`src/rtl/tdoa_capture_pkg.sv`:
```
// Shared definitions for the TDOA capture front end and the localizer core.
package tdoa_capture_pkg;

  localparam int unsigned TAU_W_DEF      = 35;
  localparam int unsigned CNT_W_DEF      = 34;
  localparam int unsigned MAX_WINDOW_DEF = 65535;
  localparam int unsigned NUM_SENSORS    = 4;

  // Fixed-point scale used by the localizer core (2^25).
  localparam longint unsigned FP_SCALE = 64'd1 << 25;

  typedef enum logic [1:0] {
    ST_IDLE  = 2'd0,
    ST_ARMED = 2'd1,
    ST_CALC  = 2'd2,
    ST_VALID = 2'd3
  } state_e;

endpackage

```
`src/rtl/tdoa_stamp.sv`:
```
// One sensor channel: rising-edge detect, captured flag and timestamp register.
module tdoa_stamp #(
  parameter int unsigned CNT_W = 34
) (
  input  logic             clk_i,
  input  logic             rst_i,
  input  logic             hit_i,
  input  logic             clear_i,
  input  logic             cap_en_i,
  input  logic [CNT_W-1:0] cnt_i,
  output logic             rise_c_o,
  output logic [CNT_W-1:0] ts_o,
  output logic             captured_o
);

  logic             hit_q;
  logic             cap_q;
  logic [CNT_W-1:0] ts_q;

  assign rise_c_o   = hit_i & ~hit_q;
  assign ts_o       = ts_q;
  assign captured_o = cap_q;

  // Only the first qualified rise per capture is kept.
  always_ff @(posedge clk_i or posedge rst_i) begin
    if (rst_i) begin
      hit_q <= 1'b0;
      cap_q <= 1'b0;
      ts_q  <= '0;
    end else begin
      hit_q <= hit_i;
      if (clear_i) begin
        cap_q <= 1'b0;
        ts_q  <= '0;
      end else if (cap_en_i && rise_c_o && !cap_q) begin
        cap_q <= 1'b1;
        ts_q  <= cnt_i;
      end
    end
  end

endmodule

```
`src/rtl/tdoa_capture.sv`:
```
// Timestamps the first rise on each of four sensors and emits the three
// signed arrival-time differences against sensor 0 over valid/ready.
module tdoa_capture
  import tdoa_capture_pkg::*;
#(
  parameter int unsigned TAU_W      = TAU_W_DEF,
  parameter int unsigned CNT_W      = CNT_W_DEF,
  parameter int unsigned MAX_WINDOW = MAX_WINDOW_DEF
) (
  input  logic             clk_i,
  input  logic             rst_i,
  input  logic [3:0]       hit_i,
  input  logic             tau_ready_i,
  output logic             tau_valid_o,
  output logic [TAU_W-1:0] tau1_o,
  output logic [TAU_W-1:0] tau2_o,
  output logic [TAU_W-1:0] tau3_o,
  output logic             timeout_o,
  output logic             busy_o
);

  state_e           state_q;
  logic [CNT_W-1:0] cnt_q;
  logic             live_q;
  logic             tau_valid_q;
  logic             timeout_q;
  logic             busy_q;
  logic [TAU_W-1:0] tau1_q, tau2_q, tau3_q;

  logic [3:0]       rise_c;
  logic [3:0]       captured_c;
  logic [CNT_W-1:0] ts_c [NUM_SENSORS];
  logic [3:0]       mask_try_c;
  logic             arm_c, done_c, tmo_c, hs_c, cap_en_c, clear_c;
  logic [TAU_W-1:0] d1_c, d2_c, d3_c;

  // live_q masks the first edge after reset so lines already high stay silent.
  assign arm_c      = live_q && (state_q == ST_IDLE || state_q == ST_ARMED);
  assign mask_try_c = captured_c | (rise_c & {4{arm_c}});
  assign done_c     = (mask_try_c == 4'hF);
  assign tmo_c      = (state_q == ST_ARMED) && (cnt_q == CNT_W'(MAX_WINDOW)) && !done_c;
  assign hs_c       = (state_q == ST_VALID) && tau_valid_q && tau_ready_i;
  assign cap_en_c   = arm_c && !tmo_c;
  assign clear_c    = tmo_c || hs_c;

  for (genvar g = 0; g < NUM_SENSORS; g++) begin : g_stamp
    tdoa_stamp #(.CNT_W(CNT_W)) u_stamp (
      .clk_i      (clk_i),
      .rst_i      (rst_i),
      .hit_i      (hit_i[g]),
      .clear_i    (clear_c),
      .cap_en_i   (cap_en_c),
      .cnt_i      (cnt_q),
      .rise_c_o   (rise_c[g]),
      .ts_o       (ts_c[g]),
      .captured_o (captured_c[g])
    );
  end

  // Zero-extended into TAU_W bits, so the difference cannot overflow.
  assign d1_c = TAU_W'(ts_c[1]) - TAU_W'(ts_c[0]);
  assign d2_c = TAU_W'(ts_c[2]) - TAU_W'(ts_c[0]);
  assign d3_c = TAU_W'(ts_c[3]) - TAU_W'(ts_c[0]);

  always_ff @(posedge clk_i or posedge rst_i) begin
    if (rst_i) begin
      state_q     <= ST_IDLE;
      cnt_q       <= '0;
      live_q      <= 1'b0;
      tau_valid_q <= 1'b0;
      timeout_q   <= 1'b0;
      busy_q      <= 1'b0;
      tau1_q      <= '0;
      tau2_q      <= '0;
      tau3_q      <= '0;
    end else begin
      live_q    <= 1'b1;
      timeout_q <= 1'b0;
      case (state_q)
        ST_IDLE: begin
          if (|mask_try_c) begin
            cnt_q   <= CNT_W'(1);
            busy_q  <= 1'b1;
            state_q <= done_c ? ST_CALC : ST_ARMED;
          end
        end
        ST_ARMED: begin
          cnt_q <= cnt_q + CNT_W'(1);
          if (done_c) begin
            state_q <= ST_CALC;
          end else if (tmo_c) begin
            cnt_q     <= '0;
            timeout_q <= 1'b1;
            busy_q    <= 1'b0;
            state_q   <= ST_IDLE;
          end
        end
        ST_CALC: begin
          tau1_q      <= d1_c;
          tau2_q      <= d2_c;
          tau3_q      <= d3_c;
          tau_valid_q <= 1'b1;
          state_q     <= ST_VALID;
        end
        ST_VALID: begin
          if (hs_c) begin
            cnt_q       <= '0;
            tau_valid_q <= 1'b0;
            busy_q      <= 1'b0;
            state_q     <= ST_IDLE;
          end
        end
      endcase
    end
  end

  assign tau_valid_o = tau_valid_q;
  assign tau1_o      = tau1_q;
  assign tau2_o      = tau2_q;
  assign tau3_o      = tau3_q;
  assign timeout_o   = timeout_q;
  assign busy_o      = busy_q;

endmodule
```
`config.mk`:
```
export PLATFORM = sky130hd
export DESIGN_NAME = tdoa_capture
export DESIGN_NICKNAME = d
export VERILOG_FILES = /design/src/rtl/tdoa_capture_pkg.sv /design/src/rtl/tdoa_stamp.sv /design/src/rtl/tdoa_capture.sv
export SDC_FILE = /design/constraint.sdc
export NUM_CORES = 1
export LEC_CHECK = 0
export ABC_AREA = 1
export CORE_MARGIN = 2
export CORE_UTILIZATION = 40
export DETAILED_ROUTE_END_ITERATION = 12
export SYNTH_ARGS = -nofsm -noshare
export SYNTH_HDL_FRONTEND = slang
export SYNTH_SLANG_ARGS = --single-unit
```
`constraint.sdc`:
```
create_clock -name clk_i -period 12.6 [get_ports clk_i]
set_input_delay 2.52 -clock clk_i [delete_from_list [all_inputs] [get_ports clk_i]]
set_output_delay 2.52 -clock clk_i [all_outputs]
set_load 0.01 [all_outputs]
```
==> out/results.ini, run 1 <==
[worst_setup_path]
slowest_delay_ns=0.77
crit_buf_inv=3
end_kind=flop
cp-start-kind=input pin
critPathSlowestCell=buf_4
cp_top_family=buffers and inverters
critPathKind=input pin to flop
crit_arrival_ns=5.71
worstPathCellList=clkdlybuf4s50_1 > nand3_1 > nand2_1 > nand4_2 > nand4_1 > buf_4 > buf_4 > nand3_1 > o21ai_0
crit_fanout=98
required_ns=13.05

[timing]
drv_slew=0
setup_viol=0
max_freq_mhz=190
hold_viol=0
finClkSkew_ns=0.0202
min_period_over_period_pct=41.7
fin_setup_tns_ns=0
slew_headroom_pct=24.3
min_period_ns=5.26
rsz0062_at_grt=no
worst_pin_slew_ns=1.14

[placed_design]
port-buffer-count=114
hpwl_um=48000
placedCellCount=3295
place_congestion=0.921

[power]
power.density_mw_per_mm2=251
peakVddDrop_uv=222
p_int_w=0.00282
seq_power_share_pct=23.7
power_frac_clock_pct=18.8
pwr-share-comb_pct=57.5
power_leakage_nw=11.2
p_sw_w=0.00261
netSwitchingFraction_pct=48.0

[detailed_routing]
ant_nets=0
drt_wl_total_um=63000
drt-pass1-iter-count=6
drt_iter0_drc=1628
vias=17986
wl_per_cell_um=18.8
drc=0
via_per_inst=5.36

[global_routing]
grt_overflow_total=0
antenna_found_initial=0
grt_usage_pct=25.6
grt_pass1_vias=17400
grt_max_degree=169
grt_pass1_wl_um=98500

[clock_network]
cts-resized-gates=0
cts-buffers-inserted=35
clk_pin_slew_ns=0.06
ctsHoldBuffers=0
cts_tree=built
clock_path_buffers=3
cts-root-buf=clkbuf_16
ctsHtreeMaxLevel=2
clk_latency_ns=0.56
cts_setup_buffers=0
cts.sinks=289

[yosys]
yosys.area_share.adder_pct=7.15
ys_seq_area_share_pct=38.4
ys_warn_count=0
yosysTopAreaCell=dfrtp_1
synth.top_cell.area_share_pct=38.4
synth_flop_cell=dfrtp_1
netlist_area_mm2=0.0189
synthMuxAreaShare_pct=0
ys_ff_latch=289
ys_top_cells_by_area=dfrtp_1 (38%), nand2_1 (15%), inv_1 (7.1%)
synthesis.instances=2660
async_reset_ff_share_pct=100
synth-simple-area-share_pct=31.1
synth-edff-count=0
synth.distinct_cells=35
synth-compound-area-share_pct=11.1
avgSynthCellArea_um2=7.09
synth_xor_area_share_pct=2.93
synth_top_family_by_area=simple AND/OR/NAND/NOR gates
synth_fp_nets=2773

[floorplan]
coreArea_mm2=0.0466
die-area_mm2=0.0489
start_util_pct=40.5
core.rowCount=79
die_w_um=221
ios=115
die_h_um=221

[final_layout]
final_common_cell=nand2_1
drive_gt1_share_pct=3.64
final_cells=3355
diodes=0
nets=2838
layout_common_cells=nand2_1 (746), inv_1 (350), dfrtp_1 (289)
syn2layout_area_growth_pct=14.7
fillCellCount=4785

[run]
cap_violations=0

[run_status]
status=finished clean

[min_path]
min_path_type=flop to flop

[synthesized netlist by cell type, types with 19 or more instances]
library cell  number
nor3_1            36
nand3_1          201
xnor2_1           42
clkbuf_1          53
nor2_1           153
nand4_1          156
dfrtp_1          289
xor2_1            21
inv_1            355
o21ai_0          208
buf_1             23
ha_1             103
o21ai_1           56
nand2_1          746
a21oi_1          122
buf_2             19
[logic make-up after synthesis]
group / after synthesis
AND/OR/NAND/NOR: 1333
adder cells (fa/ha/maj): 106
flip-flops: 289
other: 1
XOR/XNOR: 63
buffers and inverters: 458
AO/OA/AOI/OAI: 410
[power by group through the flow]
stage	clock [W]	combinational, W	sequential (W)
5_1_grt	0.00108	0.00351	0.00131
3_3_place_gp	0	0.00310	0.00129
4_1_cts	0.00105	0.00314	0.00129
6_report	0.00102	0.00312	0.00128
2_1_floorplan	0	0.00199	0.00132
3_5_place_dp	0	0.00313	0.00130
[layout make-up]
cell class,instances,area [um2],area share [%]
Timing Repair Buffer,126,1240,5.75
Clock buffer,47,1010,4.69
Clock inverter,13,129,0.596
Tap cell,607,759,3.51
Multi-Input combinational cell,1913,9880,45.7
Sequential cell,289,7230,33.4
Inverter,360,1360,6.30
[sequential cells by signal, summed over array words and instances, names as in the netlist]
signal / flops
g_stamp.u_stamp.ts_o: 136
busy_o: 1
tau2_o: 35
g_stamp.u_stamp.captured_o: 4
live_q: 1
tau1_o: 35
cnt_q: 34
tau_valid_o: 1
g_stamp.u_stamp.hit_q: 4
tau3_o: 35
timeout_o: 1
state_q: 2
[worst paths after layout]
kind,slack (ns),depth (start not counted),from,to
worst max-delay path,7.34,9,hit_i[0],g_stamp[1].u_stamp.ts_o[33]
worst min-delay path,0.47,2,tau2_o[25],tau2_o[25]
worst max register to register,8.88,12,state_q[0],g_stamp[1].u_stamp.ts_o[33]
worst min register to register,0.47,2,tau2_o[25],tau2_o[25]
max in group asynchronous,8.59,3,rst_i,tau1_o[27]
min in group asynchronous,2.53,2,rst_i,timeout_o
[worst register-to-register path: stages (launching register included)]
cell and delay [ns]:
dfrtp_1 0.48, inv_2 0.12, nor2_4 0.03, buf_4 0.23, inv_2 0.29, nor2_1 0.08, nand3_1 0.08, nor2_1 0.05
nand4_1 0.08, buf_4 0.77, buf_4 0.83, nand3_1 0.31, o21ai_0 0.28
[routing by layer]
metal | vias up | wire length (um) | global-route usage, %
met5 | - | 0 | 0
li1 | 8907 | - | -
met3 | 110 | 3280 | 3.44
met4 | 0 | 2030 | 8.05
met2 | 549 | 28600 | 41.4
met1 | 8420 | 29100 | 35.7
[stage by stage]
stage               cell area, um2  power (W)  util [%]  hold WS, ns  setup WS (ns)
global placement             20500    0.00439      44.0        0.462           7.03
floorplan                    18900    0.00331         -        0.492           2.10
detailed placement           20500    0.00443      44.0        0.465           6.81
finish                       21600    0.00543      46.4        0.473           7.34
global route                 21600    0.00590      46.4        0.489           7.05
CTS                          21600    0.00547      46.4        0.480           7.41
(Power assumes the default switching activity.)
==> run 2, diff against run 1 <==
==> constraint.sdc (replaced) <==
create_clock -name clk_i -period 4.85 [get_ports clk_i]
set_input_delay 0.97 -clock clk_i [delete_from_list [all_inputs] [get_ports clk_i]]
set_output_delay 0.97 -clock clk_i [all_outputs]
set_load 0.01 [all_outputs]
==> run 2 against run 1 <==
Sequential power rose to 2.6 times the previous value; clock power rose to 2.6 times the previous value; core utilization rose by 0.25 points; critical endpoint is now g_stamp[0].u_stamp.ts_o[0]; hold slack better by 0.0013 ns; global-route usage decreased by 1.0 points; register-to-register slack lost 7.1 ns; final cell count increased by 0.15%; design area up 0.53%.
==> out/results.ini, run 2 (synthesized netlist as in run 1, its figures left out) <==
[worst_setup_path]
r2r_setup_slack_ns=1.81  ; -7.07 ns
slowest_delay_ns=0.63  ; -0.14 ns
required_ns=5.24  ; -7.81 ns
crit_path_frequent_cell=nor2_1
end_kind=flop
critPathLaunch=cnt_q[0]
reg2reg_from=cnt_q[0]
cp_top_family=simple AND/OR/NAND/NOR gates
worstPathCellList=ha_1 > nand2_1 > nor2_1 > inv_1 > nor2_1 > nand4_1 > buf_12 > nand3_1 > o21ai_0
critPathSlowestCell=dfrtp_1
crit_arrival_ns=3.44  ; -2.27 ns
cp.depth=9  ; unchanged
endpoint=g_stamp[0].u_stamp.ts_o[0]
cp-start-kind=flop
crit_fanout=140  ; +43%
crit_buf_inv=2  ; -1
r2r-end=g_stamp[0].u_stamp.ts_o[0]
critPathKind=flop to flop
reg2reg_depth=9  ; -3

[detailed_routing]
drt_wl_total_um=60700  ; -3.6%
vias=18228  ; +1.3%
drt-pass1-iter-count=5  ; -1
wl_per_cell_um=18.1  ; -3.7%
ant_nets=0  ; unchanged
via_per_inst=5.43  ; +1.2%
drt_iter0_drc=1506  ; -7.5%
drc=0  ; unchanged

[floorplan]
core.rowCount=79  ; unchanged
ios=115  ; unchanged
die_w_um=221  ; unchanged
coreArea_mm2=0.0466  ; unchanged
die-area_mm2=0.0489  ; unchanged
die_h_um=221  ; unchanged
start_util_pct=40.5  ; unchanged

[power]
peakVddDrop_uv=541  ; +140%
power_leakage_nw=11.3  ; +0.45%
power_frac_clock_pct=18.6  ; -0.2 points
seq_power_share_pct=23.6  ; about the same
total_power_w=0.0141  ; +160%
pwr-share-comb_pct=57.8  ; +0.3 points
p_sw_w=0.00671  ; +160%
netSwitchingFraction_pct=47.7  ; -0.35 points
power.density_mw_per_mm2=648  ; +160%
p_int_w=0.00737  ; +160%

[timing]
fin_setup_tns_ns=0  ; unchanged
hold_viol=0  ; unchanged
setup_viol=0  ; unchanged
min_period_over_period_pct=62.8
rsz0062_at_grt=no
min_period_ns=3.04
worst_pin_slew_ns=0.967  ; -0.169 ns
max_freq_mhz=328
slew_headroom_pct=35.4  ; +11 points
finClkSkew_ns=0.0196  ; -0.000575 ns
drv_slew=0  ; unchanged

[final_layout]
largest_reg_flops=136  ; unchanged
fin_util_pct=46.7  ; +0.25 points
syn2layout_area_growth_pct=15.3
final_common_cell=nand2_1
fillCellCount=4771  ; -0.29%
diodes=0  ; unchanged
layout_common_cells=nand2_1 (746), inv_1 (350), dfrtp_1 (289)
drive_gt1_share_pct=3.71  ; +0.066 points
nets=2844  ; +0.21%
final_cells=3360  ; +0.15%

[clock_network]
ctsHtreeMaxLevel=2  ; unchanged
clock_path_buffers=3  ; unchanged
cts.sinks=289  ; unchanged
cts_tree=built
ctsHoldBuffers=0  ; unchanged
cts-buffers-inserted=34  ; -2.9%
clk_pin_slew_ns=0.06  ; about the same
cts_setup_buffers=0  ; unchanged
cts-resized-gates=0  ; unchanged
clk_latency_ns=0.55  ; about the same
cts-root-buf=clkbuf_16

[min_path]
min_path_type=flop to flop
min_from=tau3_o[1]

[global_routing]
met3_usage_pct=3.04  ; -0.40 points
grt_pass1_wl_um=95800  ; -2.7%
grt_overflow_total=0  ; unchanged
grt_usage_pct=24.6  ; -1.0 points
use_met2_pct=40.3  ; -1.1 points
antenna_found_initial=0  ; unchanged
grt_pass1_vias=17580  ; +1.0%
busiest_layer=met2
use_met1_pct=33.6  ; -2.1 points
grt_max_degree=173  ; +2.4%

[run]
cap_violations=0  ; unchanged

[run_status]
status=finished clean

[placed_design]
port-buffer-count=114  ; unchanged
place_congestion=0.965  ; +4.7%
placedCellCount=3302  ; +0.21%
hpwl_um=46500  ; -3.1%

-- run 2: changes by cell type in the layout (fill, tap and decap cells not counted), sizes merged --
cell	before	now
bufinv	2	1
buf	12	19
inv	358	355
clkinv	12	6
clkbuf	47	55
-- run 2: routing by layer --
metal	wire length [um]	share of wire (%)
met4	2070	3.4
met2	28000	46
met5	0	0
met1	27700	46
met3	3040	5.0
-- run 2: area by class of cell --
type | count | area (um2) | share of cell area, %
Sequential cell | 289 | 7230 | 33.3
Clock buffer | 55 | 1090 | 5.03
Tap cell | 607 | 759 | 3.49
Inverter | 360 | 1360 | 6.25
Multi-Input combinational cell | 1913 | 9880 | 45.5
Clock inverter | 3 | 40.0 | 0.184
Timing Repair Buffer | 133 | 1370 | 6.31
-- run 2: how the worst min path moves through the flow --
stage,end,slack [ns],cells past startpoint
after floorplan,g_stamp[0].u_stamp.ts_o[18],0.49,2
final,tau3_o[1],0.47,2
after global routing,tau2_o[29],0.50,2
after global placement,tau2_o[1],0.46,2
after detailed placement,tau3_o[1],0.46,2
after CTS,tau3_o[1],0.48,2
-- run 2: worst reg2reg max path: cells and delay by family, from the launching register on --
family / cells / cell delay (ns)
AO/OA/AOI/OAI: 1 / 0.12
buffers and inverters: 2 / 0.51
adder cells (fa/ha/maj): 1 / 0.25
AND/OR/NAND/NOR: 5 / 1.40
flip-flops: 1 / 0.63
-- run 2: metrics by stage --
step	setup slack (ns)	hold slack, ns	area [um2]
4_1_cts	1.89	0.479	21700
6_report	1.81	0.474	21700
3_5_place_dp	1.48	0.464	20600
5_1_grt	1.64	0.498	21700
3_3_place_gp	1.62	0.462	20600
2_1_floorplan	0.0468	0.492	18900
-- run 2: power by group through the flow --
stage	Combinational (W)	Clock, W	Sequential (W)
floorplan	0.00516	0	0.00344
global placement	0.00801	0	0.00335
detailed placement	0.00811	0	0.00336
CTS	0.00814	0.00268	0.00332
global route	0.00909	0.00277	0.00339
finish	0.00813	0.00262	0.00332
==> run 3, diff against run 2 <==
==> constraint.sdc (replaced) <==
create_clock -name clk_i -period 3.05 [get_ports clk_i]
set_input_delay 0.61 -clock clk_i [delete_from_list [all_inputs] [get_ports clk_i]]
set_output_delay 0.61 -clock clk_i [all_outputs]
set_load 0.01 [all_outputs]
==> run 3 against run 2 <==
Combinational power is 60% higher; first-iteration DRC count increased by 5.6%; setup slack got worse by 1.4 ns; die area stayed put; clock skew down 0.0068 ns; wire length increased by 2.6%; non-clock buffer count is 16 higher; critical path type unchanged; critical endpoint is now cnt_q[6].
==> out/results.ini, run 3 (synthesized netlist as in run 1, its figures left out) <==
[clock_network]
clk_latency_ns=0.56  ; about the same
cts.sinks=289  ; unchanged
cts-root-buf=clkbuf_16
clock_path_buffers=3  ; unchanged
cts-resized-gates=0  ; unchanged
cts-buffers-inserted=36  ; +5.9%
cts_tree=built
clk_pin_slew_ns=0.06  ; about the same
ctsHtreeMaxLevel=2  ; unchanged
cts_setup_buffers=0  ; unchanged
ctsHoldBuffers=0  ; unchanged

[power]
total_power_w=0.0226  ; +60%
power.density_mw_per_mm2=1030  ; +59%
power_leakage_nw=11.4  ; +0.83%
peakVddDrop_uv=1270  ; +140%

[worst_setup_path]
required_ns=3.48  ; -1.76 ns
worstPathCellList=nor2_2 > nand3b_1 > nand2_1 > nor3_1 > nand2_1 > nand2_1 > nor2_2 > inv_2 > nand2_1 > o21ai_0
slowest_delay_ns=0.91  ; +0.28 ns
critPathKind=flop to flop
crit_fanout=28  ; -80%
cp-start-kind=flop
critPathSlowestCell=nor2_2
crit_arrival_ns=3.11  ; -0.33 ns
crit_path_frequent_cell=nand2_1
end_kind=flop

[global_routing]
grt_pass1_vias=17443  ; -0.78%
grt_pass1_wl_um=97400  ; +1.7%
grt_overflow_total=0  ; unchanged
grt_max_degree=173  ; unchanged
antenna_found_initial=0  ; unchanged
grt_usage_pct=25.1  ; +0.48 points

[detailed_routing]
via_per_inst=5.39  ; -0.65%
drt-pass1-iter-count=7  ; +2
drt_wl_total_um=62300  ; +2.6%
drc=0  ; unchanged
vias=18212  ; -0.088%
drt_iter0_drc=1591  ; +5.6%
ant_nets=0  ; unchanged
wl_per_cell_um=18.4  ; +2.0%

[floorplan]
ios=115  ; unchanged
core.rowCount=79  ; unchanged
start_util_pct=40.5  ; unchanged
die_h_um=221  ; unchanged
die-area_mm2=0.0489  ; unchanged
die_w_um=221  ; unchanged
coreArea_mm2=0.0466  ; unchanged

[final_layout]
final_common_cell=nand2_1
final_area_mm2=0.0219  ; +0.80%
layout_common_cells=nand2_1 (746), inv_1 (350), dfrtp_1 (289)
syn2layout_area_growth_pct=16.2
fin_util_pct=47.1  ; +0.37 points
nets=2862  ; +0.63%
drive_gt1_share_pct=4.29  ; +0.59 points
largest_reg_flops=136  ; unchanged
diodes=0  ; unchanged
fillCellCount=4745  ; -0.54%
final_cells=3379  ; +0.57%

[timing]
hold_viol=0  ; unchanged
hold_ws_ns=0.380  ; -0.0940 ns
worst_pin_slew_ns=1.22  ; +0.253 ns
drv_slew=0  ; unchanged
min_period_ns=2.68  ; -0.368 ns
min_period_over_period_pct=87.8  ; +25 points
rsz0062_at_grt=no
max_freq_mhz=374  ; +14%
finClkSkew_ns=0.0128  ; -0.00682 ns
setup_viol=0  ; unchanged
slew_headroom_pct=18.6  ; -17 points

[min_path]
min_path_type=input pin to asynchronous set/reset pin

[placed_design]
hpwl_um=48000  ; +3.2%
place_congestion=0.983  ; +1.9%
placed_area_mm2=0.0208  ; +0.76%
placedCellCount=3318  ; +0.48%
port-buffer-count=114  ; unchanged

[run]
cap_violations=0  ; unchanged

[run_status]
status=finished clean

-- run 3: cell count changes in the layout (fill, tap and decap cells not counted), sizes merged --
cell and change:
buf +16, clkinvlp +2, bufinv +1, clkinv +4
clkbuf -4
-- run 3: worst paths after layout --
path | from | to | slack (ns) | cells after the start
worst max-delay path | state_q[1] | cnt_q[6] | 0.37 | 10
worst min-delay path | rst_i | cnt_q[4] | 0.38 | 2
worst max register to register | state_q[1] | cnt_q[6] | 0.37 | 10
worst min register to register | tau2_o[23] | tau2_o[23] | 0.48 | 2
max in group asynchronous | rst_i | tau3_o[22] | 1.81 | 3
min in group clk_i | tau2_o[23] | tau2_o[23] | 0.48 | 2
-- run 3: area by class of cell --
cell class | instances | area [um2] | area share (%)
Inverter | 360 | 1360 | 6.20
Timing Repair Buffer | 149 | 1530 | 6.98
Clock buffer | 51 | 1030 | 4.70
Tap cell | 607 | 759 | 3.47
Sequential cell | 289 | 7230 | 33.0
Multi-Input combinational cell | 1913 | 9880 | 45.1
Clock inverter | 10 | 120 | 0.548
-- run 3: power by group --
group	internal, W	total (W)	switching (W)	leakage, nW
registers	0.00471	0.00528	0.000568	3.86
logic	0.00450	0.0130	0.00854	6.96
clock network	0.00252	0.00423	0.00171	0.557
-- run 3: critical path: cells and delay by family (launching register included) --
kind	cells	cell delay, ns
and+or+nand+nor	8	1.73
DFF	1	0.47
buffers and inverters	1	0.24
AOI/OAI and AO/OA	1	0.08
-- run 3: per-layer routing --
| layer | up-vias | share of wire (%) | global-route usage, % |
|---|---|---|---|
| met3 | 90 | 4.4 | 3.07 |
| met5 | - | 0 | 0 |
| li1 | 8959 | - | - |
| met4 | 0 | 2.6 | 7.43 |
| met2 | 485 | 47 | 41.9 |
| met1 | 8678 | 46 | 34.1 |
-- run 3: per-stage QoR --
| step | setup TNS, ns | worst slack, ns |
|---|---|---|
| 3_3_place_gp | 0 | 0.0519 |
| 2_1_floorplan | -402.63 | -1.39 |
| 5_1_grt | 0 | 0.0375 |
| 4_1_cts | 0 | 0.392 |
| 3_5_place_dp | -0.00700 | -0.00700 |
| 6_report | 0 | 0.373 |
